`config.mk`:
```
export PLATFORM = sky130hd
export DESIGN_NAME = pc_branch_ctrl
export DESIGN_NICKNAME = d
export VERILOG_FILES = /design/src/rtl/pc_branch_ctrl_pkg.sv /design/src/rtl/pc_branch_ctrl_br_cond.sv /design/src/rtl/pc_branch_ctrl.sv
export SDC_FILE = /design/constraint.sdc
export NUM_CORES = 1
export LEC_CHECK = 0
export BUFFER_PORTS_ARGS = -buffer_cell sky130_fd_sc_hd__buf_4
export CORE_MARGIN = 5
export CORE_UTILIZATION = 40
export CTS_CLUSTER_SIZE = 25
export DETAILED_ROUTE_END_ITERATION = 10
export GPL_ROUTABILITY_DRIVEN = 0
export GPL_TIMING_DRIVEN = 0
export PLACE_DENSITY = 0.69
export SYNTH_ARGS = -nofsm -noshare
export SYNTH_HDL_FRONTEND = slang
export SYNTH_SLANG_ARGS = --single-unit
```
`constraint.sdc`:
```
create_clock -name clk -period 2.8 [get_ports clk]
set_input_delay 0.42 -clock clk [delete_from_list [all_inputs] [get_ports clk]]
set_output_delay 0.42 -clock clk [all_outputs]
set_load 0.02 [all_outputs]
```
`src/rtl/pc_branch_ctrl_pkg.sv`:
```
// Shared opcode, condition-code and state definitions for the PC/branch controller.
package pc_branch_ctrl_pkg;

  localparam logic [3:0] OP_B   = 4'b1100;
  localparam logic [3:0] OP_BR  = 4'b1101;
  localparam logic [3:0] OP_PCS = 4'b1110;
  localparam logic [3:0] OP_HLT = 4'b1111;

  localparam logic [2:0] CC_NE     = 3'b000;
  localparam logic [2:0] CC_EQ     = 3'b001;
  localparam logic [2:0] CC_GT     = 3'b010;
  localparam logic [2:0] CC_LT     = 3'b011;
  localparam logic [2:0] CC_GE     = 3'b100;
  localparam logic [2:0] CC_LE     = 3'b101;
  localparam logic [2:0] CC_OV     = 3'b110;
  localparam logic [2:0] CC_UNCOND = 3'b111;

  typedef enum logic [1:0] {
    ST_RUN   = 2'b00,
    ST_FLUSH = 2'b01,
    ST_HALT  = 2'b10
  } state_t;

  function automatic logic [15:0] sat_inc16(input logic [15:0] v);
    return (v == 16'hFFFF) ? v : v + 16'd1;
  endfunction

endpackage

```
`src/rtl/pc_branch_ctrl_br_cond.sv`:
```
// Combinational branch-condition evaluator: (ccc, N, Z, V) -> cond.
module pc_branch_ctrl_br_cond
  import pc_branch_ctrl_pkg::*;
(
  input  logic [2:0] ccc,
  input  logic       N_Flag,
  input  logic       Z_Flag,
  input  logic       V_Flag,
  output logic       cond
);

  // Condition decode from the flag register
  always_comb begin
    cond = 1'b0;
    case (ccc)
      CC_NE:     cond = ~Z_Flag;
      CC_EQ:     cond = Z_Flag;
      CC_GT:     cond = ~Z_Flag & ~N_Flag;
      CC_LT:     cond = N_Flag;
      CC_GE:     cond = Z_Flag | (~Z_Flag & ~N_Flag);
      CC_LE:     cond = N_Flag | Z_Flag;
      CC_OV:     cond = V_Flag;
      CC_UNCOND: cond = 1'b1;
      default:   cond = 1'b0;
    endcase
  end

endmodule

```
`src/rtl/pc_branch_ctrl.sv`:
```
// Program counter owner: sequential fetch, B/BR redirect with one squashed slot, HLT.
// Optional macro BR_STATS_EN adds saturating taken/not-taken branch counters.
module pc_branch_ctrl
  import pc_branch_ctrl_pkg::*;
#(
  parameter int              PC_W     = 16,
  parameter logic [PC_W-1:0] RESET_PC = {PC_W{1'b0}}
) (
  input  logic            clk,
  input  logic            rst,
  input  logic            stall,
  input  logic [3:0]      opcode,
  input  logic [2:0]      ccc,
  input  logic [8:0]      imm9,
  input  logic [PC_W-1:0] br_target,
  input  logic            N_Flag,
  input  logic            Z_Flag,
  input  logic            V_Flag,
  output logic [PC_W-1:0] fetch_pc,
  output logic [PC_W-1:0] dec_pc,
  output logic [PC_W-1:0] pcs_value,
  output logic            squash,
  output logic            branch_taken,
  output logic            halted
`ifdef BR_STATS_EN
  ,
  output logic [15:0]     taken_cnt,
  output logic [15:0]     not_taken_cnt
`endif
);

  localparam logic [PC_W-1:0] PC_STEP = PC_W'(2);

  state_t          r_state;
  logic [PC_W-1:0] r_fetch_pc;
  logic [PC_W-1:0] r_dec_pc;
  logic            r_squash;
  logic            r_branch_taken;
  logic            r_halted;

  logic            w_cond;
  logic [PC_W-1:0] w_seq;
  logic [PC_W-1:0] w_imm_off;
  logic [PC_W-1:0] w_b_target;
  logic [PC_W-1:0] w_br_target;
  logic            w_is_b;
  logic            w_is_br;
  logic            w_is_hlt;

  pc_branch_ctrl_br_cond u_br_cond (
    .ccc    (ccc),
    .N_Flag (N_Flag),
    .Z_Flag (Z_Flag),
    .V_Flag (V_Flag),
    .cond   (w_cond)
  );

  // imm9 is a word offset, so it is sign-extended and scaled to bytes
  assign w_imm_off   = {{(PC_W-10){imm9[8]}}, imm9, 1'b0};
  assign w_seq       = r_fetch_pc + PC_STEP;
  assign w_b_target  = r_dec_pc + PC_STEP + w_imm_off;
  assign w_br_target = {br_target[PC_W-1:1], 1'b0};
  assign w_is_b      = (opcode == OP_B);
  assign w_is_br     = (opcode == OP_BR);
  assign w_is_hlt    = (opcode == OP_HLT);

  // PC, decode PC and control-state sequencing
  always_ff @(posedge clk) begin
    if (rst) begin
      r_state        <= ST_FLUSH;
      r_fetch_pc     <= RESET_PC;
      r_dec_pc       <= RESET_PC;
      r_squash       <= 1'b1;
      r_branch_taken <= 1'b0;
      r_halted       <= 1'b0;
    end else if (stall) begin
      r_branch_taken <= 1'b0;
    end else begin
      r_branch_taken <= 1'b0;
      case (r_state)
        ST_RUN: begin
          if (w_is_b && w_cond) begin
            r_fetch_pc     <= w_b_target;
            r_branch_taken <= 1'b1;
            r_state        <= ST_FLUSH;
            r_squash       <= 1'b1;
          end else if (w_is_br && w_cond) begin
            r_fetch_pc     <= w_br_target;
            r_branch_taken <= 1'b1;
            r_state        <= ST_FLUSH;
            r_squash       <= 1'b1;
          end else if (w_is_hlt) begin
            r_state        <= ST_HALT;
            r_squash       <= 1'b1;
            r_halted       <= 1'b1;
          end else begin
            r_dec_pc       <= r_fetch_pc;
            r_fetch_pc     <= w_seq;
          end
        end
        // The wrong-path slot is discarded: its opcode never acts
        ST_FLUSH: begin
          r_dec_pc   <= r_fetch_pc;
          r_fetch_pc <= w_seq;
          r_state    <= ST_RUN;
          r_squash   <= 1'b0;
        end
        ST_HALT: begin
          r_squash <= 1'b1;
          r_halted <= 1'b1;
        end
        default: begin
          r_state  <= ST_FLUSH;
          r_squash <= 1'b1;
          r_halted <= 1'b0;
        end
      endcase
    end
  end

  assign fetch_pc     = r_fetch_pc;
  assign dec_pc       = r_dec_pc;
  assign pcs_value    = r_dec_pc + PC_STEP;
  assign squash       = r_squash;
  assign branch_taken = r_branch_taken;
  assign halted       = r_halted;

`ifdef BR_STATS_EN
  logic [15:0] r_taken_cnt;
  logic [15:0] r_not_taken_cnt;
  logic        w_br_eval;

  assign w_br_eval = (r_state == ST_RUN) && !stall && (w_is_b || w_is_br);

  // Saturating branch outcome counters
  always_ff @(posedge clk) begin
    if (rst) begin
      r_taken_cnt     <= 16'h0000;
      r_not_taken_cnt <= 16'h0000;
    end else if (w_br_eval && w_cond) begin
      r_taken_cnt     <= sat_inc16(r_taken_cnt);
    end else if (w_br_eval) begin
      r_not_taken_cnt <= sat_inc16(r_not_taken_cnt);
    end else begin
      r_taken_cnt     <= r_taken_cnt;
    end
  end

  assign taken_cnt     = r_taken_cnt;
  assign not_taken_cnt = r_not_taken_cnt;
`endif

endmodule
```
Word-level counts from Yosys, hierarchy flattened
Index checks and enable logic that the tools add are counted.
- word-level logic and storage cells: 69
- output and inout port bits: 51
- bits of input ports: 38
- register bits: 37
- reduce and logical (&&, ||, !) cells: 11
- mux-type cells: 22
- add/sub/neg operators: 3
- eq/ne operators: 18
- bitwise gates (word level): 9
- operators with widths (cell ; number):
    $mux W16 ; 6
    $pmux W16 S2 ; 2
    $add A16 B2 Y16 const B ; 2
    $add A16 B16 Y16 ; 1
    $eq A3 B3 Y1 const B ; 4
    $eq A4 B4 Y1 const B ; 3
    $reduce_and A5 Y1 ; 2
    $ne A2 B2 Y1 const B ; 4
    $ne A4 B4 Y1 const B ; 2
    $pmux W1 S8 ; 1
    $mux W1 ; 7
    $eq A3 B2 Y1 const B ; 2
    $mux W2 ; 3
    $not A1 Y1 ; 6
    $pmux W2 S3 ; 1
    $reduce_and A3 Y1 ; 2
    $eq A3 B1 Y1 const B ; 1
    $logic_not A3 Y1 ; 1
    $pmux W1 S3 ; 1
    $reduce_or A3 Y1 ; 1
    $eq A2 B1 Y1 const B ; 1
    $eq A2 B2 Y1 const B ; 1
    $logic_and A1 B1 Y1 ; 2
    $logic_not A2 Y1 ; 1
    other kinds (5) ; 6

Longest topological paths before layout
- depth after elaboration: 8
- mapped depth: 12

Modules after synthesis
A second synthesis with hierarchy kept.
- cells, all modules: 395
- area, all modules: 3011.6 um2
- modules (own cells, without submodules) (module ; seq. area each (um2) ; area each (um2) ; cells each ; instances):
    pc_branch_ctrl ; 740.7 ; 2935.3 ; 384 ; 1
    pc_branch_ctrl_br_cond ; 0.0 ; 76.3 ; 11 ; 1

Least setup slack after synthesis
No wires, ideal clock.
- path kind: register -> register
- from: register r_dec_pc[3] (netlist: dec_pc[3])
- to: register r_fetch_pc[15] (netlist: fetch_pc[15])
- clock period less this slack: 3048 ps
- data required time: 2705 ps
- arrival time: 2953 ps
- path buffers: 0
- slack: -248 ps
- cell stages (with the launch flop): 11
- path through: dfxtp_1 > and4_1 > nand4_1 > xnor2_1 > ha_1 > a21oi_1 > o21ai_0 > o211ai_1 > o221ai_1 > mux2i_1 > a221oi_1
- word-level cells in the longest chain between the ends: 4
- ends and longest elaborated chain (element ; line ; RTL):
    from (decl) ; pc_branch_ctrl.sv:36 ; logic [PC_W-1:0] r_dec_pc;
    from (signal assigned) ; pc_branch_ctrl.sv:97 ; r_dec_pc <= r_fetch_pc;
    from (signal assigned) ; pc_branch_ctrl.sv:103 ; r_dec_pc <= r_fetch_pc;
    $add A16 B2 Y16 ; n/a ;
    via pcs_value[8] ; pc_branch_ctrl.sv:21 ; output logic [PC_W-1:0] pcs_value,
    $add A16 B16 Y16 ; pc_branch_ctrl.sv:61 ; assign w_b_target = r_dec_pc + PC_STEP + w_imm_off;
    $mux W16 ; pc_branch_ctrl.sv:82 ; if (w_is_b && w_cond) begin
    $pmux W16 S2 ; pc_branch_ctrl.sv:80 ; case (r_state)
    to (signal assigned) ; pc_branch_ctrl.sv:83 ; r_fetch_pc <= w_b_target;
    to (signal assigned) ; pc_branch_ctrl.sv:88 ; r_fetch_pc <= w_br_target;
    to (signal assigned) ; pc_branch_ctrl.sv:98 ; r_fetch_pc <= w_seq;
    to (decl) ; pc_branch_ctrl.sv:35 ; logic [PC_W-1:0] r_fetch_pc;
The timed path passes the listed nets, and every way through them passes these cells.
A chain may end at the register's enable or synchronous reset.

Worst setup path in the final report
- from: register r_dec_pc[6] (netlist: dec_pc[6])
- to: register r_fetch_pc[15] (netlist: fetch_pc[15])
- word-level cells in the longest chain between the ends: 4
- ends and longest elaborated chain (element ; line):
    $add A16 B2 Y16 ; pc_branch_ctrl.sv:61
    $add A16 B16 Y16 ; pc_branch_ctrl.sv:61
    $mux W16 ; pc_branch_ctrl.sv:82
    $pmux W16 S2 ; pc_branch_ctrl.sv:80
Every way passes these cells.

==> PnR_summary.wiki <==
{| class="wikitable"
! Metric !! Value
|-
| Worst clock skew || 0.004907 ns
|-
| Worst hold margin || 0.4274 ns
|-
| Count of pins on the block boundary || 89
|-
| Die span in x || 97.95 um
|-
| EDFF count, synth || 0
|-
| First-pass GRT wire length || 15970 um
|-
| Worst-path clk slew || 0.07 ns
|-
| Worst setup slack after placement || -0.3454 ns
|-
| Storage cell area || 764.5 um^2
|-
| Total leakage power || 1.788 nW
|-
| Die area || 0.009594 mm^2
|-
| Mapped Avg Cell Area || 7.774 um^2
|-
| Ordered list of cells on the worst path || and4_4, nand4_1, buf_4, xnor2_2, ha_4, a21oi_1, o21ai_2, o211ai_1, o221ai_1, mux2i_1, a221oi_1
|-
| PD cells || 315.8 mW/mm^2
|-
| Share of layout cells above drive strength 1 || 29.44%
|-
| Via count of the first global-routing pass || 3173
|-
| Fraction of post-synthesis cell area in the top cell type by area || 23.94%
|-
| Biggest area consumer among synthesized cells || sky130_fd_sc_hd__dfxtp_1
|-
| Shortest period the worst path allows || 2.685 ns
|-
| Number of instances in the synthesized netlist || 398
|-
| Setup Viol. Count Final || 0
|-
| H-tree depth || 2
|-
| Outcome || completed
|-
| Final period util || 95.88%
|-
| Post-synth net total || 456
|-
| Area grow syn2layout || 35.58%
|-
| Starting utilization of the core area || 40.46%
|-
| Required time of the worst setup path || 2.99 ns
|-
| Dominant cells by area after synthesis || sky130_fd_sc_hd__dfxtp_1 (24%), sky130_fd_sc_hd__ha_1 (7.7%), sky130_fd_sc_hd__mux2i_1 (7.4%)
|-
| DRC violation count after routing || 0
|-
| Number of hold violations in the final report || 0
|-
| Pin count of the biggest net entering global routing || 12
|-
| Post-DRT Antenna Nets || 0
|-
| Height of the chip || 97.95 um
|-
| Final number of max-transition violations || 0
|-
| Vias after detailed routing || 3395
|-
| Reg-to-reg slack, setup || 0.12 ns
|-
| Predominant post-synthesis flop cell || sky130_fd_sc_hd__dfxtp_1
|-
| Number of detailed-routing iterations run before antenna repair || 4
|-
| Insertion delay to the later sink of the worst-skew pair || 0.29 ns
|-
| Worst Hold Launch || stall
|-
| Maximum buffer depth of the clock tree || 2
|-
| Number of CTS-inserted buffers || 5
|-
| Std-Cell Rows || 32
|-
| Multi-input combinational cell area || 0.002367 mm^2
|-
| Core outline area || 0.007647 mm^2
|-
| Worst Path Max Fanout || 5
|-
| Post-CTS Hold Buffers || 0
|-
| Count of port buffers added during placement || 85
|-
| Gr ovfl total || 0
|-
| Timing-limited maximum frequency || 372.5 MHz
|-
| Commonest non-fill, non-tap cells in the layout || sky130_fd_sc_hd__buf_4 (92), sky130_fd_sc_hd__nor2_1 (40), sky130_fd_sc_hd__nand2_1 (30), sky130_fd_sc_hd__dfxtp_1 (30), sky130_fd_sc_hd__a21oi_1 (26)
|-
| Half-perimeter wire length after placement || 7812 um
|-
| Iteration-0 DRC count of the detailed router || 156
|-
| R2R Path End || fetch_pc[15]$_SDFFE_PP0P_
|-
| Async set-reset flop share out of synthesis || 0%
|-
| Min-delay worst type || input pin to flop
|-
| Relative slew slack || 49.86%
|-
| Antenna fix cells || 0
|-
| Unique masters post-synth || 62
|-
| Clock Tree Root || sky130_fd_sc_hd__clkbuf_8
|-
| Max VDD drop || 209.7 uV
|-
| Worst stage delay on the critical path || 0.39 ns
|-
| Fillers || 738
|-
| Wirelength, routed || 9952 um
|-
| Min setup slack post-route || 0.1153 ns
|-
| Number of nets in the final layout || 553
|-
| Vias/cell || 5.677
|-
| Endpoint, Worst Hold || r_state[0]$_SDFFE_PP1P_
|-
| CTS tree || done
|-
| Overall power || 1.325 mW
|-
| Max-Cap Viols || 0
|-
| Critical Setup Path Class || flop to flop
|-
| Kind of cell with the highest combined delay on the critical path || compound AO/OA/AOI/OAI gates
|-
| WP data arrival || 2.88 ns
|-
| FF+latch count, synth || 37
|-
| Detailed-route wire length per cell || 16.64 um
|-
| Sequential share of the synthesized area || 23.94%
|-
| Transition at the pin with the smallest max-transition slack || 0.7470 ns
|-
| Critical path depth || 11
|-
| Post-synth design cell area || 0.003094 mm^2
|-
| Worst Path Buf+Inv || 1
|-
| Cell depth of the worst flop-to-flop path || 11
|-
| Hold-critical path depth || 3
|-
| Antenna violations before repair || 0
|-
| Most frequent standard cell in the layout excluding fill and tap cells || sky130_fd_sc_hd__buf_4
|-
| Post-DP Area || 0.003930 mm^2
|-
| Cell with the biggest individual delay on the critical path || sky130_fd_sc_hd__dfxtp_4
|-
| Total routing resource utilization after global routing || 20.13%
|-
| Startpoint of the worst-slack reg-to-reg timing path || dec_pc[6]$_SDFFE_PP0P_
|-
| Sink count of the clock tree || 37
|-
| Final Instance Area || 0.004195 mm^2
|-
| Kind of start point of the critical path || flop
|-
| Synth warn || 0
|-
| Final design utilization || 54.86%
|-
| CP Capture Type || flop
|}
[cell families after synthesis]
group | count (synthesis) | share of synthesized area, %
adder cells (fa/ha/maj) | 20 | 8.330
multiplexers | 24 | 7.804
AND/OR/NAND/NOR | 157 | 25.72
buffers and inverters | 32 | 5.014
AO/OA/AOI/OAI | 105 | 22.68
flip-flops | 37 | 23.94
XOR/XNOR | 23 | 6.510
[worst reg2reg max path, stage by stage (launching register included)]
cell	delay (ns)
sky130_fd_sc_hd__dfxtp_4	0.39
sky130_fd_sc_hd__and4_4	0.26
sky130_fd_sc_hd__nand4_1	0.08
sky130_fd_sc_hd__buf_4	0.18
sky130_fd_sc_hd__xnor2_2	0.21
sky130_fd_sc_hd__ha_4	0.24
sky130_fd_sc_hd__a21oi_1	0.16
sky130_fd_sc_hd__o21ai_2	0.09
sky130_fd_sc_hd__o211ai_1	0.37
sky130_fd_sc_hd__o221ai_1	0.19
sky130_fd_sc_hd__mux2i_1	0.16
sky130_fd_sc_hd__a221oi_1	0.26
[flip-flops by register name (all words and copies together) (netlist names)]
name and count:
dec_pc 16, r_state 2, halted 1, fetch_pc 16
squash 1, branch_taken 1
[routing by layer]
| layer | track usage, % | vias to the layer above | wire [um] |
|---|---|---|---|
| met4 | 5.644 | 0 | 150 |
| met3 | 2.786 | 11 | 638 |
| met5 | 0 | - | 0 |
| li1 | - | 1661 | - |
| met1 | 27.08 | 1599 | 4440 |
| met2 | 33.66 | 124 | 4723 |
[report_power, final]
group	internal (mW)	switching (mW)
clock	0.222	0.192
sequential	0.538	0.0290
combinational	0.156	0.188
[Yosys cell counts, types with 2 or more instances]
master / count
sky130_fd_sc_hd__o221ai_1: 2
sky130_fd_sc_hd__and3_1: 7
sky130_fd_sc_hd__nand3b_1: 2
sky130_fd_sc_hd__o22ai_1: 2
sky130_fd_sc_hd__nand3_1: 17
sky130_fd_sc_hd__nor3_1: 10
sky130_fd_sc_hd__inv_1: 14
sky130_fd_sc_hd__buf_2: 2
sky130_fd_sc_hd__a211oi_1: 7
sky130_fd_sc_hd__nand2b_1: 7
sky130_fd_sc_hd__or4_1: 2
sky130_fd_sc_hd__nor2_1: 44
sky130_fd_sc_hd__a21oi_1: 29
sky130_fd_sc_hd__a31oi_1: 7
sky130_fd_sc_hd__xor2_1: 10
sky130_fd_sc_hd__nand2_1: 30
sky130_fd_sc_hd__nor3b_1: 3
sky130_fd_sc_hd__dfxtp_1: 37
sky130_fd_sc_hd__nand4_1: 12
sky130_fd_sc_hd__o31ai_1: 3
sky130_fd_sc_hd__and4_1: 2
sky130_fd_sc_hd__mux2i_1: 23
sky130_fd_sc_hd__nor4_1: 3
sky130_fd_sc_hd__o21a_1: 6
sky130_fd_sc_hd__o211ai_1: 6
sky130_fd_sc_hd__or3_1: 3
sky130_fd_sc_hd__a22oi_1: 2
sky130_fd_sc_hd__o21ai_0: 20
sky130_fd_sc_hd__clkbuf_1: 12
sky130_fd_sc_hd__a21o_1: 2
sky130_fd_sc_hd__nor2b_1: 4
sky130_fd_sc_hd__ha_1: 19
sky130_fd_sc_hd__o32ai_1: 2
sky130_fd_sc_hd__xnor2_1: 13
sky130_fd_sc_hd__and2_1: 4
sky130_fd_sc_hd__a221oi_1: 4
[final cells by class]
| class | count | area share, % |
|---|---|---|
| buffer | 17 | 2.356 |
| clock buffer | 7 | 2.296 |
| clock inverter | 1 | 0.1193 |
| inverter | 14 | 1.253 |
| multi-input combinational | 329 | 56.43 |
| sequential | 37 | 18.22 |
| tap | 102 | 3.042 |
| timing repair buffer | 91 | 16.28 |
[through the flow]
stage / cells / TNS (ns)
finish: 598 / 0
global route: 598 / -0.04701
CTS: 594 / 0
detailed placement: 585 / -0.8899
global placement: 585 / -0.7281
floorplan: 398 / -0.03051
[worst max-delay path by stage]
stage                                endpoint              startpoint  slack [ns]
global placement    fetch_pc[15]$_SDFFE_PP0P_  dec_pc[3]$_SDFFE_PP0P_       -0.29
CTS                 fetch_pc[15]$_SDFFE_PP0P_  dec_pc[5]$_SDFFE_PP0P_       0.002
detailed placement  fetch_pc[15]$_SDFFE_PP0P_  dec_pc[3]$_SDFFE_PP0P_       -0.35
global route        fetch_pc[11]$_SDFFE_PP0P_  dec_pc[5]$_SDFFE_PP0P_       -0.02
finish              fetch_pc[15]$_SDFFE_PP0P_  dec_pc[6]$_SDFFE_PP0P_        0.12
floorplan           fetch_pc[15]$_SDFFE_PP0P_  dec_pc[3]$_SDFFE_PP0P_       -0.03
[repair_timing]
item / in CTS / in global routing
endpoints found under the setup margin: 5 / 6
pin swaps: 3 / 5
cloned: 0 / 0
gates resized for setup: 7 / 23
setup buffers: 2 / 4
No activity file was read; power rests on OpenSTA's default activity.
